## src/rtl/alu_pkg.sv

```systemverilog
// Shared opcodes, FSM encoding and single-cycle result function for multicycle_alu.
package alu_pkg;

    localparam logic [2:0] OP_ADD  = 3'b000;
    localparam logic [2:0] OP_RSUB = 3'b001;
    localparam logic [2:0] OP_SUB  = 3'b010;
    localparam logic [2:0] OP_SHL  = 3'b011;
    localparam logic [2:0] OP_SHR  = 3'b100;
    localparam logic [2:0] OP_MUL  = 3'b101;
    localparam logic [2:0] OP_XOR  = 3'b110;
    localparam logic [2:0] OP_SLT  = 3'b111;

    typedef enum logic {ST_IDLE, ST_MUL} state_t;

    // Widest W supported; callers zero-extend operands and truncate the result.
    localparam int MAX_W = 32;
    localparam int EXT_W = MAX_W + 1;

    // Extended result R for every opcode except MUL (returns 0 for MUL).
    function automatic logic [EXT_W-1:0] alu_ext(input logic [2:0] op,
                                                 input logic [MAX_W-1:0] a,
                                                 input logic [MAX_W-1:0] b,
                                                 input logic xin,
                                                 input int w);
        logic [EXT_W-1:0] ae, be, xe, mask_w1, mask_w, r;
        ae      = {1'b0, a};
        be      = {1'b0, b};
        xe      = EXT_W'(xin);
        mask_w1 = ~({EXT_W{1'b1}} << (w + 1));
        mask_w  = ~({EXT_W{1'b1}} << w);
        case (op)
            OP_ADD:  r = ae + be + xe;
            OP_RSUB: r = (be + xe - ae) & mask_w1;
            OP_SUB:  r = (ae + xe - be) & mask_w1;
            OP_SHL:  r = ae << 1;
            OP_SHR:  r = ae >> 1;
            OP_XOR:  r = ae ^ be;
            OP_SLT:  r = (a < b) ? mask_w : '0;
            default: r = '0;
        endcase
        return r;
    endfunction

endpackage

```

## src/rtl/alu_mul_seq.sv

```systemverilog
// Iterative W x W shift-add multiplier: one multiplier bit per cycle, product held after done.
module alu_mul_seq #(
    parameter int W = 4
) (
    input  logic           clk,
    input  logic           rst,
    input  logic           start,
    input  logic [W-1:0]   a,
    input  logic [W-1:0]   b,
    output logic           busy,
    output logic           done,
    output logic [2*W-1:0] product
);
    localparam int CW = (W > 1) ? $clog2(W) : 1;

    logic [2*W-1:0] mcand;
    logic [W-1:0]   mplier;
    logic [CW-1:0]  cnt;

    always_ff @(posedge clk or posedge rst) begin
        if (rst) begin
            mcand   <= '0;
            mplier  <= '0;
            cnt     <= '0;
            busy    <= 1'b0;
            done    <= 1'b0;
            product <= '0;
        end else begin
            done <= 1'b0;
            if (start) begin
                mcand   <= {{W{1'b0}}, a};
                mplier  <= b;
                product <= '0;
                cnt     <= '0;
                busy    <= 1'b1;
            end else if (busy) begin
                if (mplier[0])
                    product <= product + mcand;
                mcand  <= mcand << 1;
                mplier <= mplier >> 1;
                cnt    <= cnt + 1'b1;
                if (cnt == CW'(W - 1)) begin
                    busy <= 1'b0;
                    done <= 1'b1;
                end
            end
        end
    end

endmodule

```

## src/rtl/multicycle_alu.sv

```systemverilog
// Clocked W-bit ALU with valid/ready handshakes; MUL is iterative when MULTICYCLE_ALU_MUL_EN
// is defined, otherwise opcode 101 is a single-cycle op yielding zero.
module multicycle_alu
    import alu_pkg::*;
#(
    parameter int W = 4
) (
    input  logic         CLK,
    input  logic         RST,
    input  logic         IN_VALID,
    output logic         IN_READY,
    input  logic         XIN,
    input  logic [W-1:0] A,
    input  logic [W-1:0] B,
    input  logic [2:0]   S,
    output logic         OUT_VALID,
    input  logic         OUT_READY,
    output logic [W-1:0] F,
    output logic [W-1:0] FH,
    output logic         Z,
    output logic         V,
    output logic         C
);
    state_t       state, state_nx;
    logic         slot_free, accept, load;
    logic [W:0]   r1;
    logic [W-1:0] f_nx;
    logic         z_nx, v_nx, c_nx;

    assign slot_free = !OUT_VALID || OUT_READY;
    assign IN_READY  = !RST && (state == ST_IDLE) && slot_free;
    assign accept    = IN_VALID && IN_READY;
    assign r1        = (W+1)'(alu_ext(S, MAX_W'(A), MAX_W'(B), XIN, W));

`ifdef MULTICYCLE_ALU_MUL_EN
    logic           mul_busy, mul_done, mul_wait, mul_avail;
    logic [2*W-1:0] mul_p;
    logic [W-1:0]   fh_nx;

    alu_mul_seq #(.W(W)) u_mul (
        .clk     (CLK),
        .rst     (RST),
        .start   (accept && (S == OP_MUL)),
        .a       (A),
        .b       (B),
        .busy    (mul_busy),
        .done    (mul_done),
        .product (mul_p)
    );

    // Remembers a finished product while the output slot is still occupied.
    always_ff @(posedge CLK or posedge RST) begin
        if (RST)
            mul_wait <= 1'b0;
        else if (load)
            mul_wait <= 1'b0;
        else if (mul_done)
            mul_wait <= 1'b1;
    end

    assign mul_avail = (mul_done || mul_wait) && !mul_busy;
`endif

    always_comb begin
        state_nx = state;
        load     = 1'b0;
        f_nx     = r1[W-1:0];
        z_nx     = ~|r1;
        v_nx     = r1[W];
        c_nx     = ((S == OP_ADD) || (S == OP_RSUB) || (S == OP_SUB)) && r1[W];
`ifdef MULTICYCLE_ALU_MUL_EN
        fh_nx    = '0;
`endif
        case (state)
            ST_IDLE: begin
                if (accept) begin
`ifdef MULTICYCLE_ALU_MUL_EN
                    if (S == OP_MUL)
                        state_nx = ST_MUL;
                    else
                        load = 1'b1;
`else
                    load = 1'b1;
`endif
                end
            end
`ifdef MULTICYCLE_ALU_MUL_EN
            ST_MUL: begin
                f_nx  = mul_p[W-1:0];
                fh_nx = mul_p[2*W-1:W];
                z_nx  = ~|mul_p;
                v_nx  = |mul_p[2*W-1:W];
                c_nx  = 1'b0;
                if (mul_avail && slot_free) begin
                    load     = 1'b1;
                    state_nx = ST_IDLE;
                end
            end
`endif
            default: state_nx = ST_IDLE;
        endcase
    end

    always_ff @(posedge CLK or posedge RST) begin
        if (RST) begin
            state     <= ST_IDLE;
            OUT_VALID <= 1'b0;
            F         <= '0;
            Z         <= 1'b0;
            V         <= 1'b0;
            C         <= 1'b0;
        end else begin
            state <= state_nx;
            if (load) begin
                OUT_VALID <= 1'b1;
                F         <= f_nx;
                Z         <= z_nx;
                V         <= v_nx;
                C         <= c_nx;
            end else if (OUT_READY) begin
                OUT_VALID <= 1'b0;
            end
        end
    end

`ifdef MULTICYCLE_ALU_MUL_EN
    always_ff @(posedge CLK or posedge RST) begin
        if (RST)
            FH <= '0;
        else if (load)
            FH <= fh_nx;
    end
`else
    assign FH = '0;
`endif

endmodule
```

## config.mk

```make
export PLATFORM = sky130hd
export DESIGN_NAME = multicycle_alu
export DESIGN_NICKNAME = d
export VERILOG_FILES = /design/src/rtl/alu_pkg.sv /design/src/rtl/alu_mul_seq.sv /design/src/rtl/multicycle_alu.sv
export SDC_FILE = /design/constraint.sdc
export NUM_CORES = 1
export LEC_CHECK = 0
export CAP_MARGIN = 40
export CORE_MARGIN = 4
export CORE_UTILIZATION = 50
export CTS_BUF_LIST = sky130_fd_sc_hd__clkbuf_8
export CTS_CLUSTER_DIAMETER = 120
export CTS_CLUSTER_SIZE = 14
export DETAILED_ROUTE_END_ITERATION = 7
export PLACE_DENSITY_LB_ADDON = 0.3
export SLEW_MARGIN = 20
export SYNTH_ARGS = -nofsm -noshare
export SYNTH_HDL_FRONTEND = slang
export SYNTH_HIERARCHICAL = 1
export SYNTH_SLANG_ARGS = --single-unit
```

## constraint.sdc

```tcl
create_clock -name CLK -period 1.7 [get_ports CLK]
set_input_delay 0.51 -clock CLK [delete_from_list [all_inputs] [get_ports CLK]]
set_output_delay 0.51 -clock CLK [all_outputs]
set_load 0.02 [all_outputs]
```

# Word-level counts from Yosys, hierarchy flattened
# Cells that the tools add are included.
[word_totals]
mem_bits_ro = 0
out_inout_bits = 13
wordCells = 36
latch_bits = 0
regBits = 8
input_bits = 16
ramBits = 0
n_memories = 0
[classes]
div = 0
addsub = 6
n_mul = 0
n_lt_le_gt_ge = 1
muxes = 5
bitwise_logic = 1
eq_ne = 6
n_reduce_logical = 12
shift = 0
[ops]
columns = ["operator", "count"]
rows = [
  ["$pmux 5 s7", 1],
  ["$add 4x1->5", 2],
  ["$sub 5x4->5", 2],
  ["$eq 3x3->1 const B", 3],
  ["$eq 3x2->1 const B", 2],
  ["$add 4x4->5", 1],
  ["$add 5x1->5", 1],
  ["$reduce_or 5->1", 1],
  ["$lt 4x4->1", 1],
  ["$mux 4", 1],
  ["$xor 4x4->4", 1],
  ["$eq 3x1->1 const B", 1],
  ["$logic_and 1x1->1", 3],
  ["$logic_not 1->1", 3],
  ["$logic_not 3->1", 1],
  ["$logic_or 1x1->1", 3],
  ["$mux 1", 3],
  ["$reduce_bool 2->1", 1],
]

# Depth between registers and ports, before layout
[logic_depth]
word_depth = 6
ltp_mapped = 12
ltp_nobuf = 12

# Worst setup path after synthesis
# No wires, ideal clock.
[synth_path]
path_kind = "in2reg"
from = "input port A[1]"
to = "register V"
setup_ns = 0.125
arrival_ns = 2.440
cell_stages = 10
required_time_ns = 1.575
slack_ns = -0.864
path_buffers = 0
path_cell_list = "inv_1 > ha_1 > inv_1 > fa_1 > nor2b_1 > o21ai_1 > nor3b_1 > o311ai_1 > o211ai_1 > mux2_2"
[synth_via]
elab_chain_cells = 3
elab_cells_between_ends = 6
classes_between = "add/sub (5); mux (1)"
[synth_rtl]
columns = ["item", "line", "text"]
rows = [
  ["from (decl)", "multicycle_alu.sv:13", "input logic [W-1:0] A,"],
  ["$add 4x1->5 or $add 4x4->5 (tied branches)", "alu_pkg.sv:34, alu_pkg.sv:32", ""],
  ["$sub 5x4->5 or $add 5x1->5 (tied branches)", "alu_pkg.sv:34, alu_pkg.sv:32", ""],
  ["$pmux 5 s7 (*)", "alu_pkg.sv:31", "case (op)"],
  ["to (signal assigned)", "multicycle_alu.sv:118", "V <= v_nx;"],
  ["to (decl)", "multicycle_alu.sv:21", "output logic V,"],
]
# Every way passes the cells marked *; elsewhere a longest branch is shown, timed or not.
# A chain may end at the register's enable or synchronous reset.

# Final worst setup path
[layout_path]
from = "input port XIN"
to = "register Z"
[layout_via]
elab_chain_cells = 5
elab_cells_between_ends = 8
classes_between = "add/sub (5); mux (1); reduce/logical (2)"
[layout_rtl]
columns = ["item", "line", "text"]
rows = [
  ["from (decl)", "multicycle_alu.sv:12", "input logic XIN,"],
  ["$add 4x1->5, on equally long branches", "alu_pkg.sv:34, alu_pkg.sv:33", ""],
  ["$sub 5x4->5, on equally long branches", "alu_pkg.sv:34, alu_pkg.sv:33", ""],
  ["$pmux 5 s7 (*)", "alu_pkg.sv:31", ""],
  ["$reduce_or 5->1 (*)", "multicycle_alu.sv:68", "z_nx = ~|r1;"],
  ["$logic_not 1->1 (*)", "multicycle_alu.sv:68", ""],
  ["to (signal assigned)", "multicycle_alu.sv:117", "Z <= z_nx;"],
  ["to (decl)", "multicycle_alu.sv:20", "output logic Z,"],
]
# Marked as above.

==> metrics <==
CTS tree=built; Clock Latency Late Sink=roughly 0.24 ns; clk root buf=clkbuf_8; synthesis warning total=6; slowest stage cell, crit path=fa_2; critical path class=in -> reg; Total GRT Usage=26.9%; H-tree Lvls=1; Final ANT Viol Nets=0; sequential share of power=a little under a fifth; drt wl/cell=roughly 21 um; static leakage=between 1 and 1.5 nW; initial antenna violation count=0; status=finished with violations; clock skew=0.00249 ns; startpoint types=primary input; initial core utilization=between 50% and 60%; drt total wl=around 5300 um; layout net count=between 200 and 300; failing checks=negative setup slack; CP max stage delay=around 0.34 ns; largest net degree at the start of global routing=12; cell area after layout=approximately 2300 sq um; cts bufs inserted=3; Syn Std Cell Area=1300 sq um; Ant. Diodes=0; Core ar.=between 2000 and 2500 sq um; TNS Setup=-4.74 ns; Hold WC Path Type=in -> async; P_sw=between 0.5 and 0.6 mW; hold_buf cts=0; CP Cell Sequence=buf_12 > inv_12 > ha_4 > inv_2 > ha_4 > inv_2 > fa_2 > nor2b_2 > o21ai_2 > nor3b_4 > o311ai_2 > o211ai_1 > buf_4 > o31ai_4; vias per std cell=5.84; final cell count without fillers=about 260; initial DRC count=between 80 and 90; RSZ-0062 raised after global routing=yes; chip height=59.0 um; Worst-path clk slew=0.04 ns; fillers=73; Die Wd=roughly 59 um; vias in the first global route=about 1500; HPWL Detailed=3060 um; largest fanout on the critical path=3; count of final max-slew check failures=0; clock network power share=between 10% and 20%; Die ar.=~3500 sq um; Fmax=just under 400 MHz; Pint=0.815 mW; minimum clock period=approximately 2.5 ns; # placed instances=241; layout cell share with drive strength beyond 1=between 50 and 60%; port bufs=24; post-synthesis sequential area ratio=between 15 and 20%; CTS Buffer Depth=2; Power per Cell Area=588 nW/um^2; Logic pwr share=64.5%; Net Sw Frac=between 40 and 50%; Num Clock Sinks=8; row count=18; final worst setup slack=-0.835 ns; Setup crit end kind=register; P&R area growth vs syn=79.0%; Area after DPL=around 1900 sq um; First-pass DRT Iterations=4; Core Util, Final=a little over nine tenths; setup violators final=7; Peak VDD IR=0.653 mV; Syn Inst Count=~150; total global routing overflow=0; routability cong.=between 0.8 and 0.9; synthesized area per cell=about 8.6 sq um; Top Ports=29; count of cell types in the netlist=44; data required time of the critical path=between 1.5 and 2 ns; crit path DAT=2.68 ns; vias=around 1500; maxcap violations=0; pre-CTS worst setup slack=-1.44 ns; commonest non-fill, non-tap cells in the layout=buf_4, ha_4, buf_6; RR Startpoint=OUT_VALID; DRC=0; most common cell after layout, fill and taps aside=buf_4; first-pass GRT wire length=6950 um; Critical Path Start=XIN; Final period util=149%; post-synthesis register bit count=8; Final Hold Vio Count=0
-- cell families (layout without fill, tap and decap cells) --
kind of cell	after synthesis	count (layout)	synth area share (%)
other cells	1	4	0.288
simple gates	37	37	14.9
xor+xnor	5	5	3.37
buf+inv	31	101	12.9
mux	3	3	2.50
compound gates	42	42	23.8
fa+ha+maj	25	25	26.9
flops	8	8	15.4
-- per-stage QoR --
step	hold slack, ns	power (mW)
2_1_floorplan	0.334	0.629
3_5_place_dp	0.469	0.913
5_1_grt	0.531	1.42
3_3_place_gp	0.460	0.880
4_1_cts	0.488	1.22
6_report	0.493	1.37
-- layer usage --
| metal | wire length [um] | share of wire [%] | vias up | global-route usage (%) |
|---|---|---|---|---|
| met3 | 369 | 7.0 | 35 | 3.27 |
| met4 | 371 | 7.0 | 0 | 14.9 |
| met1 | 1810 | 34 | 708 | 26.0 |
| li1 | - | - | 657 | - |
| met2 | 2750 | 52 | 88 | 53.5 |
| met5 | 0 | 0 | - | 0 |
-- registers in the layout (all words and copies together) (netlist names) --
register   cells
C              1
F              4
OUT_VALID      1
V              1
Z              1
-- power groups by stage --
stage	Sequential, mW	Combinational [mW]	Clock, mW
after floorplan	0.291	0.338	0
after global placement	0.245	0.635	0
after detailed placement	0.249	0.664	0
after CTS	0.247	0.739	0.231
after global routing	0.251	0.928	0.239
final	0.248	0.883	0.238
-- worst max-delay path, delay by kind of cell --
family          cells  cell delay (ns)
fa+ha+maj           3             0.66
compound gates      4             0.77
simple gates        2             0.28
buf+inv             5             0.47
-- Yosys cell counts --
| cell | number | share of area [%] |
|---|---|---|
| nand2b_1 | 4 | 1.9 |
| o22a_1 | 1 | 0.67 |
| o21ai_0 | 9 | 3.5 |
| nor2_1 | 7 | 2.0 |
| clkbuf_8 | 1 | 1.1 |
| xnor2_1 | 1 | 0.67 |
| o311a_2 | 1 | 0.87 |
| mux2i_1 | 1 | 0.77 |
| dfrtp_1 | 8 | 15 |
| and3b_1 | 1 | 0.67 |
| a21boi_0 | 2 | 1.2 |
| o21a_1 | 1 | 0.58 |
| nand4_1 | 1 | 0.48 |
| a211o_1 | 1 | 0.67 |
| a21oi_1 | 11 | 4.2 |
| o211ai_2 | 1 | 0.96 |
| nand3_1 | 1 | 0.38 |
| xor2_1 | 4 | 2.7 |
| ha_1 | 20 | 19 |
| nor2b_1 | 5 | 2.4 |
| a211oi_1 | 1 | 0.58 |
| buf_6 | 2 | 1.7 |
| o21ai_1 | 1 | 0.38 |
| a31oi_1 | 1 | 0.48 |
| mux2_2 | 2 | 1.7 |
| a221oi_2 | 1 | 1.2 |
| a21o_1 | 1 | 0.58 |
| o211ai_1 | 5 | 2.9 |
| o31ai_2 | 1 | 0.96 |
| nor3_1 | 2 | 0.77 |
| nand3_2 | 1 | 0.77 |
| a2111oi_4 | 1 | 2.1 |
| nand2_1 | 11 | 3.2 |
| a22o_1 | 1 | 0.67 |
| buf_4 | 6 | 3.5 |
| a21oi_2 | 1 | 0.67 |
| nor3b_1 | 2 | 1.2 |
| o311ai_1 | 1 | 0.67 |
| fa_1 | 5 | 7.7 |
| nand2_2 | 1 | 0.48 |
| clkbuf_4 | 1 | 0.58 |
| and4_1 | 1 | 0.67 |
| conb_1 | 1 | 0.29 |
| inv_1 | 21 | 6.1 |
-- layout make-up --
class / instances / area [sq um] / area share (%)
clock buffers: 3 / 41.3 / 1.77
inverters: 21 / 96.3 / 4.14
multi-input cells: 116 / 1280 / 55.1
well taps: 30 / 37.5 / 1.61
flip-flops and latches: 8 / 200 / 8.59
repair buffers: 77 / 671 / 28.8
-- final timing paths --
path	slack [ns]	depth (start not counted)	to
max	-0.84	14	Z
min	0.49	4	F[2]
max reg2reg	0.15	7	Z
min reg2reg	0.51	2	F[0]
max in group asynchronous	1.08	4	V
min in group CLK	0.51	2	F[0]
-- repair_timing --
item                       4_1_cts  5_1_grt
pin swaps                       24       25
setup endpoints to repair       12       10
buffers inserted                 8        4
resized for setup               79       42
No activity file was read; power rests on OpenSTA's default activity.
